**src/rtl/mips_fetch_pkg.sv**
```systemverilog
// Shared types and helpers for the MIPS instruction-fetch sequencer.
package mips_fetch_pkg;

    localparam int INSTR_W      = 32;
    localparam int ADDR_W       = 32;
    localparam int ROM_WIN_BITS = 7;

    typedef enum logic [1:0] {
        ST_IDLE  = 2'd0,
        ST_RUN   = 2'd1,
        ST_FAULT = 2'd2
    } fetch_state_e;

    // True when the upper address bits select the 128-byte ROM window.
    function automatic logic in_window(input logic [ADDR_W-1:0] addr,
                                       input logic [ADDR_W-ROM_WIN_BITS-1:0] base);
        return addr[ADDR_W-1:ROM_WIN_BITS] == base;
    endfunction

endpackage

```
**src/rtl/fetch_skid_buf.sv**
```systemverilog
// Two-entry FIFO of {pc, instr} between the ROM fetch stage and decode.
module fetch_skid_buf
    import mips_fetch_pkg::*;
(
    input  logic               clk,
    input  logic               reset,
    input  logic               push,
    input  logic               pop,
    input  logic               flush,
    input  logic [ADDR_W-1:0]  wr_pc,
    input  logic [INSTR_W-1:0] wr_instr,
    output logic               full,
    output logic               empty,
    output logic [ADDR_W-1:0]  head_pc,
    output logic [INSTR_W-1:0] head_instr
);

    localparam int ENTRY_W = ADDR_W + INSTR_W;

    // slot0 is always the head; slot1 only holds data when two entries are live.
    logic [ENTRY_W-1:0] slot0_q, slot0_d;
    logic [ENTRY_W-1:0] slot1_q, slot1_d;
    logic [1:0]         count_q, count_d;
    logic [ENTRY_W-1:0] wr_entry;

    assign wr_entry = {wr_pc, wr_instr};

    always_comb begin
        slot0_d = slot0_q;
        slot1_d = slot1_q;
        count_d = count_q;
        if (flush) begin
            count_d = 2'd0;
        end else begin
            case ({push, pop})
                2'b10: begin
                    if (count_q == 2'd0) slot0_d = wr_entry;
                    else                 slot1_d = wr_entry;
                    count_d = count_q + 2'd1;
                end
                2'b01: begin
                    slot0_d = slot1_q;
                    count_d = count_q - 2'd1;
                end
                2'b11: begin
                    if (count_q == 2'd2) begin
                        slot0_d = slot1_q;
                        slot1_d = wr_entry;
                    end else begin
                        slot0_d = wr_entry;
                    end
                end
                default: ;
            endcase
        end
    end

    always_ff @(posedge clk or posedge reset) begin
        if (reset) begin
            slot0_q <= '0;
            slot1_q <= '0;
            count_q <= 2'd0;
        end else begin
            slot0_q <= slot0_d;
            slot1_q <= slot1_d;
            count_q <= count_d;
        end
    end

    assign empty      = (count_q == 2'd0);
    assign full       = (count_q == 2'd2);
    assign head_pc    = empty ? '0 : slot0_q[ENTRY_W-1:INSTR_W];
    assign head_instr = empty ? '0 : slot0_q[INSTR_W-1:0];

endmodule

```
**src/rtl/rom_fetch_ctrl.sv**
```systemverilog
// Instruction-fetch sequencer: PC, ROM addressing, redirects and fault detection.
// Optional FETCH_PERF_EN adds push/stall counters and a push trace.
module rom_fetch_ctrl
    import mips_fetch_pkg::*;
#(
    parameter logic [ADDR_W-1:0]              RESET_PC  = 32'h0000_0000,
    parameter logic [ADDR_W-ROM_WIN_BITS-1:0] ROM_BASE  = 25'd0,
    parameter int                             BUF_DEPTH = 2
) (
    input  logic               clk,
    input  logic               reset,
    output logic [ADDR_W-1:0]  rom_addr,
    input  logic [INSTR_W-1:0] rom_data,
    input  logic               redirect_valid,
    input  logic [ADDR_W-1:0]  redirect_pc,
    output logic               if_valid,
    input  logic               if_ready,
    output logic [INSTR_W-1:0] if_instr,
    output logic [ADDR_W-1:0]  if_pc,
    output logic               fetch_err
`ifdef FETCH_PERF_EN
    ,
    output logic [31:0]        perf_fetched,
    output logic [31:0]        perf_stalls
`endif
);

    if (BUF_DEPTH != 2) begin : g_bad_depth
        $error("rom_fetch_ctrl supports BUF_DEPTH=2 only");
    end

    fetch_state_e      state_q, state_d;
    logic [ADDR_W-1:0] pc_q, pc_d;
    logic              push, pop, flush, buf_full, buf_empty;

    assign pop = if_valid && if_ready;

    always_comb begin
        state_d = state_q;
        pc_d    = pc_q;
        push    = 1'b0;
        flush   = 1'b0;
        if (redirect_valid) begin
            flush = 1'b1;
            pc_d  = redirect_pc;
            if (redirect_pc[1:0] != 2'b00 || !in_window(redirect_pc, ROM_BASE))
                state_d = ST_FAULT;
            else
                state_d = ST_RUN;
        end else begin
            case (state_q)
                ST_IDLE: state_d = ST_RUN;
                ST_RUN: begin
                    if (!in_window(pc_q, ROM_BASE)) begin
                        state_d = ST_FAULT;
                    end else if (!buf_full || pop) begin
                        push = 1'b1;
                        pc_d = pc_q + 32'd4;
                    end
                end
                ST_FAULT: ;
                default:  state_d = ST_IDLE;
            endcase
        end
    end

    always_ff @(posedge clk or posedge reset) begin
        if (reset) begin
            state_q <= ST_IDLE;
            pc_q    <= RESET_PC;
        end else begin
            state_q <= state_d;
            pc_q    <= pc_d;
        end
    end

    fetch_skid_buf u_buf (
        .clk        (clk),
        .reset      (reset),
        .push       (push),
        .pop        (pop),
        .flush      (flush),
        .wr_pc      (pc_q),
        .wr_instr   (rom_data),
        .full       (buf_full),
        .empty      (buf_empty),
        .head_pc    (if_pc),
        .head_instr (if_instr)
    );

    assign rom_addr  = pc_q;
    assign if_valid  = !buf_empty;
    assign fetch_err = (state_q == ST_FAULT);

`ifdef FETCH_PERF_EN
    logic [31:0] perf_fetched_q, perf_fetched_d;
    logic [31:0] perf_stalls_q, perf_stalls_d;

    always_comb begin
        perf_fetched_d = perf_fetched_q + {31'd0, push};
        perf_stalls_d  = perf_stalls_q
                       + {31'd0, (state_q == ST_RUN) && buf_full && !pop};
    end

    always_ff @(posedge clk or posedge reset) begin
        if (reset) begin
            perf_fetched_q <= '0;
            perf_stalls_q  <= '0;
        end else begin
            perf_fetched_q <= perf_fetched_d;
            perf_stalls_q  <= perf_stalls_d;
        end
    end

    assign perf_fetched = perf_fetched_q;
    assign perf_stalls  = perf_stalls_q;

`ifndef SYNTHESIS
    always @(posedge clk) begin
        if (!reset && push)
            $display("%0t fetch push pc=%h instr=%h", $time, pc_q, rom_data);
    end
`endif
`endif

endmodule
```
**config.mk**
```make
export PLATFORM = sky130hd
export DESIGN_NAME = rom_fetch_ctrl
export DESIGN_NICKNAME = d
export VERILOG_FILES = /design/src/rtl/mips_fetch_pkg.sv /design/src/rtl/fetch_skid_buf.sv /design/src/rtl/rom_fetch_ctrl.sv
export SDC_FILE = /design/constraint.sdc
export NUM_CORES = 1
export LEC_CHECK = 0
export CAP_MARGIN = 20
export CORE_MARGIN = 3
export CORE_UTILIZATION = 23
export CTS_CLUSTER_DIAMETER = 150
export DETAILED_ROUTE_END_ITERATION = 12
export SETUP_SLACK_MARGIN = 0.1
export SYNTH_ARGS = -nofsm -noshare
export SYNTH_HDL_FRONTEND = slang
export SYNTH_SLANG_ARGS = --single-unit
```
**constraint.sdc**
```tcl
create_clock -name clk -period 13.7 [get_ports clk]
set_input_delay 2.74 -clock clk [delete_from_list [all_inputs] [get_ports clk]]
set_output_delay 2.74 -clock clk [all_outputs]
set_load 0.05 [all_outputs]
```
# ---- Yosys cells after proc, flatten, opt, wreduce, memory -nomap -nowiden
# Cells that the tools add are included.
dict set report word_totals {
  reg_bits 164
  latch_bits 0
  ram_bits 0
  mem_bits_ro 0
  in_bits 68
  output_inout_bits 98
  wordCells 64
  n_memories 0
}
dict set report classes {
  n_addsub 3
  multipliers 0
  div_mod_pow 0
  n_lt_le_gt_ge 0
  n_eq_ne 11
  shift 0
  n_mux 23
  bitwise 1
  n_reduce_logical 21
}
# op count
set ops {}
lappend ops {{64-bit two-way mux} 4}
lappend ops {{32-bit two-way mux} 6}
lappend ops {{64-bit case mux with 3 select lines} 1}
lappend ops {{64-bit case mux with 2 select lines} 1}
lappend ops {{25-bit logical NOT} 2}
lappend ops {{32-bit by 3-bit adder with 32-bit output (second input constant)} 1}
lappend ops {{2-bit nonzero test} 5}
lappend ops {{2-bit equality test (second input constant)} 4}
lappend ops {{2-bit two-way mux} 4}
lappend ops {{2-bit != test (second input constant)} 4}
lappend ops {{2-bit case mux with 3 select lines} 1}
lappend ops {{3-bit AND reduction} 2}
lappend ops {{3-bit nonzero test} 2}
lappend ops {{1-bit two-way mux} 5}
lappend ops {{2-bit by 1-bit equality test with 1-bit output (second input constant)} 2}
lappend ops {{2-bit logical NOT} 2}
lappend ops {{2-bit case mux with 2 select lines} 1}
lappend ops {{4-bit AND reduction} 1}
lappend ops {{1-bit logical NOT} 3}
lappend ops {{3-bit != test (second input constant)} 1}
lappend ops {{2-bit by 1-bit adder with 2-bit output (second input constant)} 1}
lappend ops {{1-bit logical OR} 2}
lappend ops {{2-bit AND reduction} 1}
lappend ops {{2-bit by 1-bit subtractor with 2-bit output (second input constant)} 1}
lappend ops {{other kinds (2)} 2}

# ---- Logic depth before layout (Yosys ltp)
# Gate-level depths: netlist of the first run.
dict set report logic_depth {
  ltp_word 11
  depth_mapped 9
  depth_no_buf 6
}

# ---- Modules after synthesis
# A second synthesis of the first run with hierarchy kept.
dict set report unflattened {
  cells_unflattened 635
  hier_area_um2 7847.5
}
# mod n_inst cells_per_inst area_each_um2 seq_area_each_um2
set by_module_without_submodules {}
lappend by_module_without_submodules {fetch_skid_buf 1 503 6269.8 3253.1}
lappend by_module_without_submodules {rom_fetch_ctrl 1 132 1577.8 850.8}

# ---- Least setup slack after synthesis of the first run
# OpenSTA, ideal clock, no wires.
dict set report synth_path {
  kind {reg-to-output}
  startpoint {register u_buf.count_q[0]}
  endpoint {output if_pc[22]}
  arrival_time_ns 1.830
  required_time_ns 10.960
  path_slack_ns 9.130
  stages_incl_launch_ff 6
  n_path_buf 2
  cell_sequence {dfrtp_1 > nor2_1 > inv_1 > buf_2 > clkbuf_1 > and2_1}
}
dict set report synth_between {
  elab_chain_cells 2
}
# item line
set synth_rtl {}
lappend synth_rtl {{from (decl)} fetch_skid_buf.sv:23} ;# logic [1:0] count_q, count_d;
lappend synth_rtl {{from (signal assigned)} fetch_skid_buf.sv:66} ;# count_q <= count_d;
lappend synth_rtl {{2-bit logical NOT} fetch_skid_buf.sv:70} ;# assign empty = (count_q == 2'd0);
lappend synth_rtl {{32-bit two-way mux} fetch_skid_buf.sv:72} ;# assign head_pc = empty ? '0 : slot0_q[ENTRY_W-1:INSTR_W];
lappend synth_rtl {{to (decl)} rom_fetch_ctrl.sv:19} ;# output logic [ADDR_W-1:0] if_pc,
# Every way passes these cells.

# ---- Worst setup path in the final report of the first run
dict set report layout_path {
  startpoint {register u_buf.count_q[0]}
  endpoint {output if_pc[9]}
}
# Same word-level chain as after synthesis.

==> flow_metrics.env, run 1 <==
export IMPL_status="finished clean"
export IMPL_drc=0
export IMPL_grt_antenna_before_repair=0
export IMPL_synth_area_leaders="dfrtp_1 (51%), mux2_2 (9.5%), mux2i_1 (5.1%), a32oi_1 (4.3%), nor4_1 (3.9%)"
export IMPL_rows=67
export IMPL_area_growth_pct=32.67
export IMPL_cts_setup_buffers=0
export IMPL_synth_seq_cells=164
export IMPL_dp_worst_setup_slack_ps=7753
export IMPL_cts_resized=0
export IMPL_initial_core_util_pct=23.54
export IMPL_fillCellCount=3486
export IMPL_dp_cells=1283
export IMPL_fin_skew_ps=17.04
export IMPL_critPathArrivalTime_ps=3100
export IMPL_cts_root_buffer="clkbuf_16"
export IMPL_die_w_um=192.2
export IMPL_power_leakage_nw=4.758
export IMPL_clkTransAtPathRegs_ps=70
export IMPL_slew_viol_final=0
export IMPL_setup_viol=0
export IMPL_place_gp_congestion=0.7676
export IMPL_grt_pass1_vias=6439
export IMPL_synth_top_cell_area_share_pct=51.47
export IMPL_hold_viol=0
export IMPL_combPwrFrac_pct=11.4
export IMPL_final_area_mm2=0.01058
export IMPL_htreeDepth=4
export IMPL_cts_sinks=164
export IMPL_p_int_w=0.0007933
export IMPL_synth_top_area_cell="dfrtp_1"
export IMPL_hp_class="reg -> reg"
export IMPL_num_antenna_cells=0
export IMPL_path_class="reg -> out"
export IMPL_synth_seq_area_share_pct=51.47
export IMPL_via_count=6352
export IMPL_p_total_w=0.001103
export IMPL_worstMarginPinSlew_ps=980.0
export IMPL_min_period_ps=5836
export IMPL_worstSkewPairLatency_ps=430
export IMPL_syn_avg_cell_area_um2=10.95
export IMPL_port_buffers=165
export IMPL_ant_nets=0
export IMPL_track_usage_pct=12.91
export IMPL_synth_cells=728
export IMPL_peakVddDrop_mv=0.08014
export IMPL_layout_cells_non_filler=1315
export IMPL_drive_above_1_share_pct=14.53
export IMPL_drt_iter0_drc=292
export IMPL_io_pins=166
export IMPL_grt_pass1_wl_mm=37.03
export IMPL_powerDensity_mw_per_mm2=104.3
export IMPL_overflow=0
export IMPL_cts_hold_buffers_added=0
export IMPL_via_per_inst=4.830
export IMPL_setup_ws_ps=7864
export IMPL_postRouteWirelength_mm=24.11
export IMPL_place_area_mm2=0.009997
export IMPL_core_mm2=0.03387
export IMPL_switching_share_pct=28.08
export IMPL_tns_ps=0
export IMPL_startpoint_type="register"
export IMPL_routedWlPerCell_um=18.34
export IMPL_grt_max_degree=117
export IMPL_critPathRequiredTime_ps=10960
export IMPL_cts_buffers=17
export IMPL_layout_nets=924
export IMPL_ys_types=39
export IMPL_syn_cell_area_mm2=0.007974
export IMPL_grt_setup_unrepaired="false"
export IMPL_synth_warnings=0
export IMPL_cts_tree="built"
export IMPL_dieArea_mm2=0.03694
export IMPL_power_frac_seq_pct=46.4
export IMPL_max_freq_mhz=171.3
export IMPL_maxCapViolations=0
export IMPL_relSlewSlack_pct=34.67
export IMPL_clkPwrFrac_pct=42.2
export IMPL_crit_path_end_kind="primary output"
export IMPL_p_sw_w=0.0003097
export IMPL_clock_path_buffers=2
export IMPL_drtPass1Iterations=5
export IMPL_dpl_hpwl_mm=14.51
export IMPL_period_share_pct=42.60
export IMPL_path_max_fanout=40
export IMPL_syn_nets=797
export IMPL_dieHeight_um=192.2
per-stage QoR:
step / hold slack [ps] / utilization [%]
detailed placement: 473.3 / 29.52
global route: 503.1 / 31.24
finish: 482.6 / 31.24
floorplan: 458.2 / -
global placement: 468.9 / 29.52
CTS: 481.4 / 31.15
layout make-up:
cell class / count / area, um2 / area share, %
inverter: 42 / 162.7 / 1.538
tap: 448 / 560.5 / 5.299
clock inverter: 13 / 115.1 / 1.088
clock buffer: 18 / 439.2 / 4.151
timing repair buffer: 176 / 1752 / 16.56
sequential: 164 / 4104 / 38.79
multi-input combinational: 454 / 3446 / 32.57
routing by layer:
| layer | global-route usage (%) | wire, um | vias up |
|---|---|---|---|
| met5 | 0 | 0 | - |
| met4 | 3.951 | 354 | 0 |
| met3 | 2.884 | 1215 | 26 |
| met2 | 20.97 | 11640 | 177 |
| met1 | 17.14 | 10910 | 3218 |
| li1 | - | - | 2931 |
path summary, 6_finish.rpt:
path / slack (ps) / from / end / depth (start not counted)
max: 7860 / u_buf.count_q[0]$_DFFE_PP0P_ / if_pc[9] / 5
min: 480 / u_buf.slot1_q[51]$_DFFE_PP0P_ / u_buf.slot0_q[51]$_DFFE_PP0P_ / 1
max reg2reg: 9380 / u_buf.count_q[0]$_DFFE_PP0P_ / u_buf.slot0_q[61]$_DFFE_PP0P_ / 9
min reg2reg: 480 / u_buf.slot1_q[51]$_DFFE_PP0P_ / u_buf.slot0_q[51]$_DFFE_PP0P_ / 1
max in group asynchronous: 9850 / reset / u_buf.slot0_q[14]$_DFFE_PP0P_ / 3
min in group asynchronous: 2760 / reset / u_buf.slot1_q[44]$_DFFE_PP0P_ / 2
layout by cell type, fill, tap and decap left out, drive strengths merged, types with 2 or more instances in the layout:
master | Yosys | layout
a21oi | 42 | 42
a22o | 25 | 25
a31oi | 39 | 39
a32oi | 39 | 39
and2 | 26 | 26
buf | 29 | 12
clkbuf | 39 | 18
clkdlybuf4s50 | 0 | 164
clkinv | 0 | 4
dfrtp | 164 | 164
inv | 42 | 51
mux2 | 69 | 69
mux2i | 41 | 41
nand2 | 6 | 6
nand2b | 5 | 5
nand3 | 3 | 3
nand4 | 5 | 5
nor2 | 47 | 47
nor2b | 27 | 27
nor3 | 3 | 3
nor3b | 3 | 3
nor4 | 55 | 55
o21ai | 6 | 6
or2 | 2 | 2
xnor2 | 2 | 2
worst max-delay path, cell delays in order (launching register included):
cell and delay, ps:
dfrtp_1 500, nor2_4 60, buf_4 280, inv_1 720, and2_1 260, clkdlybuf4s50_1 820
cell families after synthesis:
group                      synth area share (%)
and+or+nand+nor                           13.54
DFF                                       51.47
AOI/OAI and AO/OA                         13.79
buffers and inverters                     5.821
muxes                                     14.89
xor gates and xnor gates                 0.3296
adders and majority gates                0.1569
state kept, by name, indices dropped and copies added (netlist names):
signal and cells:
rom_addr 32, state_q 2, u_buf.slot1_q 64, u_buf.slot0_q 64
u_buf.count_q 2
cells in the mapped netlist:
cell type and instances:
dfrtp_1 164, mux2_2 67, nor4_1 50, nor2_1 47, a21oi_1 42, inv_1 42, mux2i_1 41, a31oi_1 39
a32oi_1 39, clkbuf_1 39, nor2b_1 27, and2_1 26, a22o_1 25, buf_2 23, nand2_1 6, o21ai_0 6
nand2b_1 5, nand4_1 5, buf_1 3, buf_6 3, nor3_1 3, nor3b_1 3, nor4_4 3, mux2_1 2
nand3_1 2, nor4_2 2, xnor2_1 2, a211o_1 1, a211oi_2 1, a21o_1 1, a311o_1 1, and3_1 1
ha_1 1, nand3_2 1, nand4b_1 1, o41ai_2 1, or2_1 1, or2_2 1, xor2_1 1
power groups by stage:
stage / clock network [W] / registers (W) / logic, W
finish: 0.000465 / 0.000512 / 0.000126
global route: 0.000499 / 0.000514 / 0.000135
CTS: 0.000481 / 0.000512 / 0.000127
detailed placement: 0 / 0.000521 / 0.000126
global placement: 0 / 0.000521 / 0.000125
floorplan: 0 / 0.000551 / 0.0000377
No activity file was read; power rests on OpenSTA's default activity.
==> run 2, diff against run 1 <==
- clock period: 13.7 -> 5.3 ns (I/O delays scaled with it)
==> run 2 against run 1 <==
  * Sequential power rose to 2.6 times the previous value
  * Flip-flop and latch count unchanged
  * Register-to-register slack worse by 7700 ps
  * Clock-buffer cell count unchanged
  * Clock skew down 2.2 ps
  * Routed wire length up 1.8%
  * Setup slack worse by 6700 ps
  * Via count up 0.68%
  * Worst hold slack worse by 1.0 ps
  * Total power rose to 2.6 times the previous value
  * Largest cell class unchanged
==> flow_metrics.env, run 2 (synthesized netlist as in run 1, its figures left out) <==
export IMPL_ff2ff_path_depth=8
export IMPL_crit_path_end_kind="primary output"
export IMPL_area_growth_pct=33.00
export IMPL_drc=0
export IMPL_place_gp_congestion=0.7402
export IMPL_hold_viol=0
export IMPL_critPathRequiredTime_ps=4240
export IMPL_max_stage_delay_ps=700
export IMPL_tns_ps=0
export IMPL_timing_hold_ws_ps=481.6
export IMPL_layout_cells_non_filler=1318
export IMPL_hp_class="reg -> reg"
export IMPL_switching_share_pct=27.55
export IMPL_min_period_ps=4106
export IMPL_num_antenna_cells=0
export IMPL_fillCellCount=3495
export IMPL_peakVddDrop_mv=0.1841
export IMPL_dp_cells=1286
export IMPL_dpl_hpwl_mm=14.44
export IMPL_via_count=6395
export IMPL_overflow=0
export IMPL_drive_above_1_share_pct=14.71
export IMPL_track_usage_pct=13.37
export IMPL_grt_setup_unrepaired="false"
export IMPL_combPwrFrac_pct=11.1
export IMPL_slew_viol_final=0
export IMPL_path_max_fanout=40
export IMPL_place_area_mm2=0.01003
export IMPL_port_buffers=165
export IMPL_p_sw_w=0.0007967
export IMPL_mostFrequentLayoutCells="clkdlybuf4s50_1 (164), dfrtp_1 (164), mux2_2 (67), nor4_1 (50), nor2_1 (46)"
export IMPL_cts_root_buffer="clkbuf_16"
export IMPL_power_frac_seq_pct=45.7
export IMPL_via_per_inst=4.852
export IMPL_grt_max_degree=165
export IMPL_clock_path_buffers=2
export IMPL_critPathArrivalTime_ps=3050
export IMPL_relSlewSlack_pct=25.82
export IMPL_max_freq_mhz=243.6
export IMPL_final_area_mm2=0.01061
export IMPL_fin_skew_ps=14.81
export IMPL_grt_antenna_before_repair=0
export IMPL_clkPwrFrac_pct=43.1
export IMPL_routedWlPerCell_um=18.62
export IMPL_cts_setup_buffers=0
export IMPL_grt_pass1_vias=6589
export IMPL_drtPass1Iterations=5
export IMPL_dieArea_mm2=0.03694
export IMPL_layout_nets=926
export IMPL_crit_slowest_cell="clkdlybuf4s50_1"
export IMPL_crit_chain="nor2_4 -> buf_4 -> inv_1 -> and2_1 -> clkdlybuf4s50_1"
export IMPL_ant_nets=0
export IMPL_rows=67
export IMPL_cts_resized=0
export IMPL_cts_buffers=17
export IMPL_worstMarginPinSlew_ps=1113
export IMPL_dieHeight_um=192.2
export IMPL_whs_path_depth=1
export IMPL_status="finished clean"
export IMPL_path_class="reg -> out"
export IMPL_postRouteWirelength_mm=24.54
export IMPL_maxCapViolations=0
export IMPL_die_w_um=192.2
export IMPL_p_int_w=0.002095
export IMPL_cts_hold_buffers_added=0
export IMPL_startpoint_type="register"
export IMPL_worstSkewPairLatency_ps=430
export IMPL_core_mm2=0.03387
export IMPL_power_leakage_nw=4.754
export IMPL_cts_sinks=164
export IMPL_drt_iter0_drc=453
export IMPL_htreeDepth=4
export IMPL_powerDensity_mw_per_mm2=272.7
export IMPL_period_share_pct=77.46
export IMPL_cts_tree="built"
export IMPL_clkTransAtPathRegs_ps=70
export IMPL_initial_core_util_pct=23.54
export IMPL_grt_pass1_wl_mm=38.53
export IMPL_setup_viol=0
export IMPL_io_pins=166
## run 2: cell types whose count changed in the layout (fill, tap and decap cells not counted)
| cell | change |
|---|---|
| clkinv_4 | -1 |
| bufinv_16 | +1 |
| nand2_2 | +1 |
| inv_6 | -1 |
| inv_8 | -1 |
| or2_2 | -1 |
| buf_16 | -1 |
| buf_12 | +1 |
| nand2_4 | -1 |
| or2_1 | +1 |
| buf_4 | +2 |
| clkinvlp_4 | +3 |
## run 2: critical path: cells and delay by family, from the launching register on
family | cells | cell delay [ps]
and+or+nand+nor | 2 | 470
DFF | 1 | 470
buffers and inverters | 3 | 1650
## run 2: power groups by stage
stage / combinational [W] / sequential [W] / clock, W
after floorplan: 0.0000978 / 0.00143 / 0
after global placement: 0.000323 / 0.00135 / 0
after detailed placement: 0.000325 / 0.00135 / 0
after CTS: 0.000326 / 0.00132 / 0.00129
after global routing: 0.000346 / 0.00133 / 0.00135
final: 0.000322 / 0.00132 / 0.00125
## run 2: cell type report
cell class                      instances  area [um2]  share of cell area [%]
Sequential cell                       164        4104                   38.70
Multi-Input combinational cell        454        3441                   32.44
Timing Repair Buffer                  178        1759                   16.59
Tap cell                              448       560.5                   5.286
Clock buffer                           18       439.2                   4.141
Inverter                               42       161.4                   1.522
Clock inverter                         14       140.1                   1.321
## run 2: stage by stage
| stage | power [W] | setup slack, ps | util [%] |
|---|---|---|---|
| 2_1_floorplan | 0.001523 | 2155 | - |
| 3_3_place_gp | 0.001669 | 1599 | 29.60 |
| 3_5_place_dp | 0.001673 | 1559 | 29.60 |
| 4_1_cts | 0.002945 | 1075 | 31.31 |
| 5_1_grt | 0.003021 | 922.5 | 31.31 |
| 6_report | 0.002892 | 1194 | 31.31 |
## run 2: routing by layer
metal | GRT usage (%) | vias to the layer above | routed length [um] | share of wire [%]
met3 | 3.048 | 15 | 1301 | 5.3
met4 | 3.278 | 0 | 239 | 0.97
li1 | - | 2919 | - | -
met5 | 0 | - | 0 | 0
met2 | 21.27 | 182 | 11730 | 48
met1 | 18.41 | 3279 | 11260 | 46
## run 2: final timing paths
| check | from | to | slack [ps] |
|---|---|---|---|
| worst max-delay path | u_buf.count_q[0]$_DFFE_PP0P_ | if_pc[26] | 1190 |
| worst min-delay path | u_buf.slot1_q[53]$_DFFE_PP0P_ | u_buf.slot0_q[53]$_DFFE_PP0P_ | 480 |
| worst max register to register | u_buf.count_q[0]$_DFFE_PP0P_ | u_buf.slot0_q[55]$_DFFE_PP0P_ | 1670 |
| worst min register to register | u_buf.slot1_q[53]$_DFFE_PP0P_ | u_buf.slot0_q[53]$_DFFE_PP0P_ | 480 |
| max in group asynchronous | reset | rom_addr[15]$_DFFE_PP0P_ | 3230 |
| min in group asynchronous | reset | u_buf.slot1_q[27]$_DFFE_PP0P_ | 1130 |
==> run 3, diff against run 2 <==
- clock period: 5.3 -> 4.25 ns (I/O delays scaled with it)
==> run 3 against run 2 <==
  * Combinational power increased by 26%
  * Total power increased by 25%
  * Die area did not move
  * Sequential power up 25%
  * Global-route usage is 0.48 points lower
  * Clock skew shrank 3.3 ps
  * Critical path type unchanged
==> flow_metrics.env, run 3 (synthesized netlist as in run 1, its figures left out) <==
export IMPL_cts_sinks=164
export IMPL_min_period_ps=3536
export IMPL_track_usage_pct=12.89
export IMPL_drtPass1Iterations=4
export IMPL_setup_viol=0
export IMPL_grt_max_degree=80
export IMPL_slew_viol_final=0
export IMPL_critical_path_top_delay_family="buffers and inverters"
export IMPL_drt_iter0_drc=387
export IMPL_setup_ws_ps=714.3
export IMPL_crit_cells=4
export IMPL_die_w_um=192.2
export IMPL_hp_class="reg -> reg"
export IMPL_initial_core_util_pct=23.54
export IMPL_post_route_util_pct=31.43
export IMPL_drive_above_1_share_pct=15.01
export IMPL_final_area_mm2=0.01065
export IMPL_layout_nets=930
export IMPL_dpl_hpwl_mm=14.71
export IMPL_relSlewSlack_pct=36.62
export IMPL_routedWlPerCell_um=17.92
export IMPL_via_per_inst=4.759
export IMPL_critPathLaunch="u_buf.count_q[1]$_DFFE_PP0P_"
export IMPL_rr_endpoint="u_buf.slot0_q[55]$_DFFE_PP0P_"
export IMPL_critPathArrivalTime_ps=2690
export IMPL_clock_path_buffers=2
export IMPL_fin_skew_ps=11.54
export IMPL_grt_setup_unrepaired="false"
export IMPL_max_stage_delay_ps=800
export IMPL_startpoint_type="register"
export IMPL_max_freq_mhz=282.8
export IMPL_crit_slowest_cell="clkdlybuf4s50_1"
export IMPL_place_area_mm2=0.01007
export IMPL_maxCapViolations=0
export IMPL_core_mm2=0.03387
export IMPL_postRouteWirelength_mm=23.69
export IMPL_via_count=6292
export IMPL_area_growth_pct=33.50
export IMPL_ant_nets=0
export IMPL_place_gp_congestion=0.7635
export IMPL_cts_buffers=17
export IMPL_cts_setup_buffers=0
export IMPL_cts_hold_buffers_added=0
export IMPL_rows=67
export IMPL_cts_tree="built"
export IMPL_path_max_fanout=30
export IMPL_worstSkewPairLatency_ps=420
export IMPL_ff2ff_path_depth=8
export IMPL_port_buffers=165
export IMPL_layout_cells_non_filler=1322
export IMPL_cts_root_buffer="clkbuf_16"
export IMPL_dp_cells=1290
export IMPL_powerDensity_mw_per_mm2=338.3
export IMPL_cts_resized=0
export IMPL_grt_pass1_vias=6311
export IMPL_drc=0
export IMPL_peakVddDrop_mv=0.2463
export IMPL_critPathRequiredTime_ps=3400
export IMPL_overflow=0
export IMPL_r2r_start="rom_addr[28]$_DFFE_PP0P_"
export IMPL_htreeDepth=4
export IMPL_endpoint="if_pc[29]"
export IMPL_rrSetupSlack_ps=1430
export IMPL_grt_pass1_wl_mm=37.32
export IMPL_clkTransAtPathRegs_ps=60
export IMPL_io_pins=166
export IMPL_crit_chain="nor2_4 -> inv_1 -> and2_1 -> clkdlybuf4s50_1"
export IMPL_dp_worst_setup_slack_ps=938.9
export IMPL_dieHeight_um=192.2
export IMPL_hold_viol=0
export IMPL_grt_antenna_before_repair=0
export IMPL_crit_path_end_kind="primary output"
export IMPL_mostFrequentLayoutCells="clkdlybuf4s50_1 (164), dfrtp_1 (164), mux2_2 (67), nor4_1 (50), nor2_1 (46)"
export IMPL_period_share_pct=83.19
export IMPL_worstMarginPinSlew_ps=950.7
export IMPL_tns_ps=0
export IMPL_status="finished clean"
export IMPL_power_leakage_nw=4.773
export IMPL_worst_path_buf_inv=2
export IMPL_dieArea_mm2=0.03694
export IMPL_path_class="reg -> out"
-- run 3: cell count changes in the layout (fill, tap and decap cells not counted), sizes merged --
cell | before | now
buf | 14 | 18
clkbuf | 18 | 19
clkinvlp | 3 | 4
diode | 0 | 1
inv | 49 | 46
-- run 3: layout make-up --
| class | count | area (um2) |
|---|---|---|
| Tap cell | 448 | 560.5 |
| Antenna cell | 1 | 2.502 |
| Clock inverter | 12 | 121.4 |
| Multi-Input combinational cell | 454 | 3441 |
| Fill cell | 3478 | 23220 |
| Timing Repair Buffer | 182 | 1802 |
| Inverter | 42 | 161.4 |
| Sequential cell | 164 | 4104 |
| Clock buffer | 19 | 452.9 |
-- run 3: routing by layer --
| metal | routed length (um) | share of wire (%) | track usage [%] | vias up |
|---|---|---|---|---|
| met2 | 11000 | 46 | 20.12 | 155 |
| met1 | 11010 | 46 | 17.56 | 3183 |
| met3 | 1468 | 6.2 | 3.723 | 15 |
| met4 | 212 | 0.89 | 3.250 | 0 |
| met5 | 0 | 0 | 0 | - |
| li1 | - | - | - | 2939 |
-- run 3: power by group --
part | internal [W] | switching [W] | total [W] | leakage, nW
combinational | 0.000166 | 0.000241 | 0.000407 | 2.42
clock | 0.000849 | 0.000697 | 0.00155 | 0.275
sequential | 0.00161 | 0.0000404 | 0.00165 | 2.08
-- run 3: worst register-to-register path, cell delays in order, from the launching register on --
cell	delay (ps)
dfrtp_1	400
nor4_1	380
nand4_1	170
buf_4	350
o41ai_4	410
buf_4	330
nand2b_2	100
buf_4	270
a22o_1	310
-- run 3: metrics by stage --
step,total power (W),hold slack (ps)
3_3_place_gp,0.002084,474.0
4_1_cts,0.003655,481.1
6_report,0.003602,479.9
3_5_place_dp,0.002089,469.0
2_1_floorplan,0.001900,458.2
5_1_grt,0.003747,504.5
-- run 3: how the worst min path moves through the flow --
stage | start | to | slack (ps) | cells past startpoint
final | u_buf.slot1_q[55]$_DFFE_PP0P_ | u_buf.slot0_q[55]$_DFFE_PP0P_ | 480 | 1
after global routing | u_buf.slot1_q[55]$_DFFE_PP0P_ | u_buf.slot0_q[55]$_DFFE_PP0P_ | 500 | 1
after CTS | u_buf.slot1_q[55]$_DFFE_PP0P_ | u_buf.slot0_q[55]$_DFFE_PP0P_ | 480 | 1
after detailed placement | u_buf.slot1_q[40]$_DFFE_PP0P_ | u_buf.slot0_q[40]$_DFFE_PP0P_ | 470 | 1
after global placement | u_buf.slot1_q[51]$_DFFE_PP0P_ | u_buf.slot0_q[51]$_DFFE_PP0P_ | 470 | 1
after floorplan | u_buf.slot1_q[39]$_DFFE_PP0P_ | u_buf.slot0_q[39]$_DFFE_PP0P_ | 460 | 1
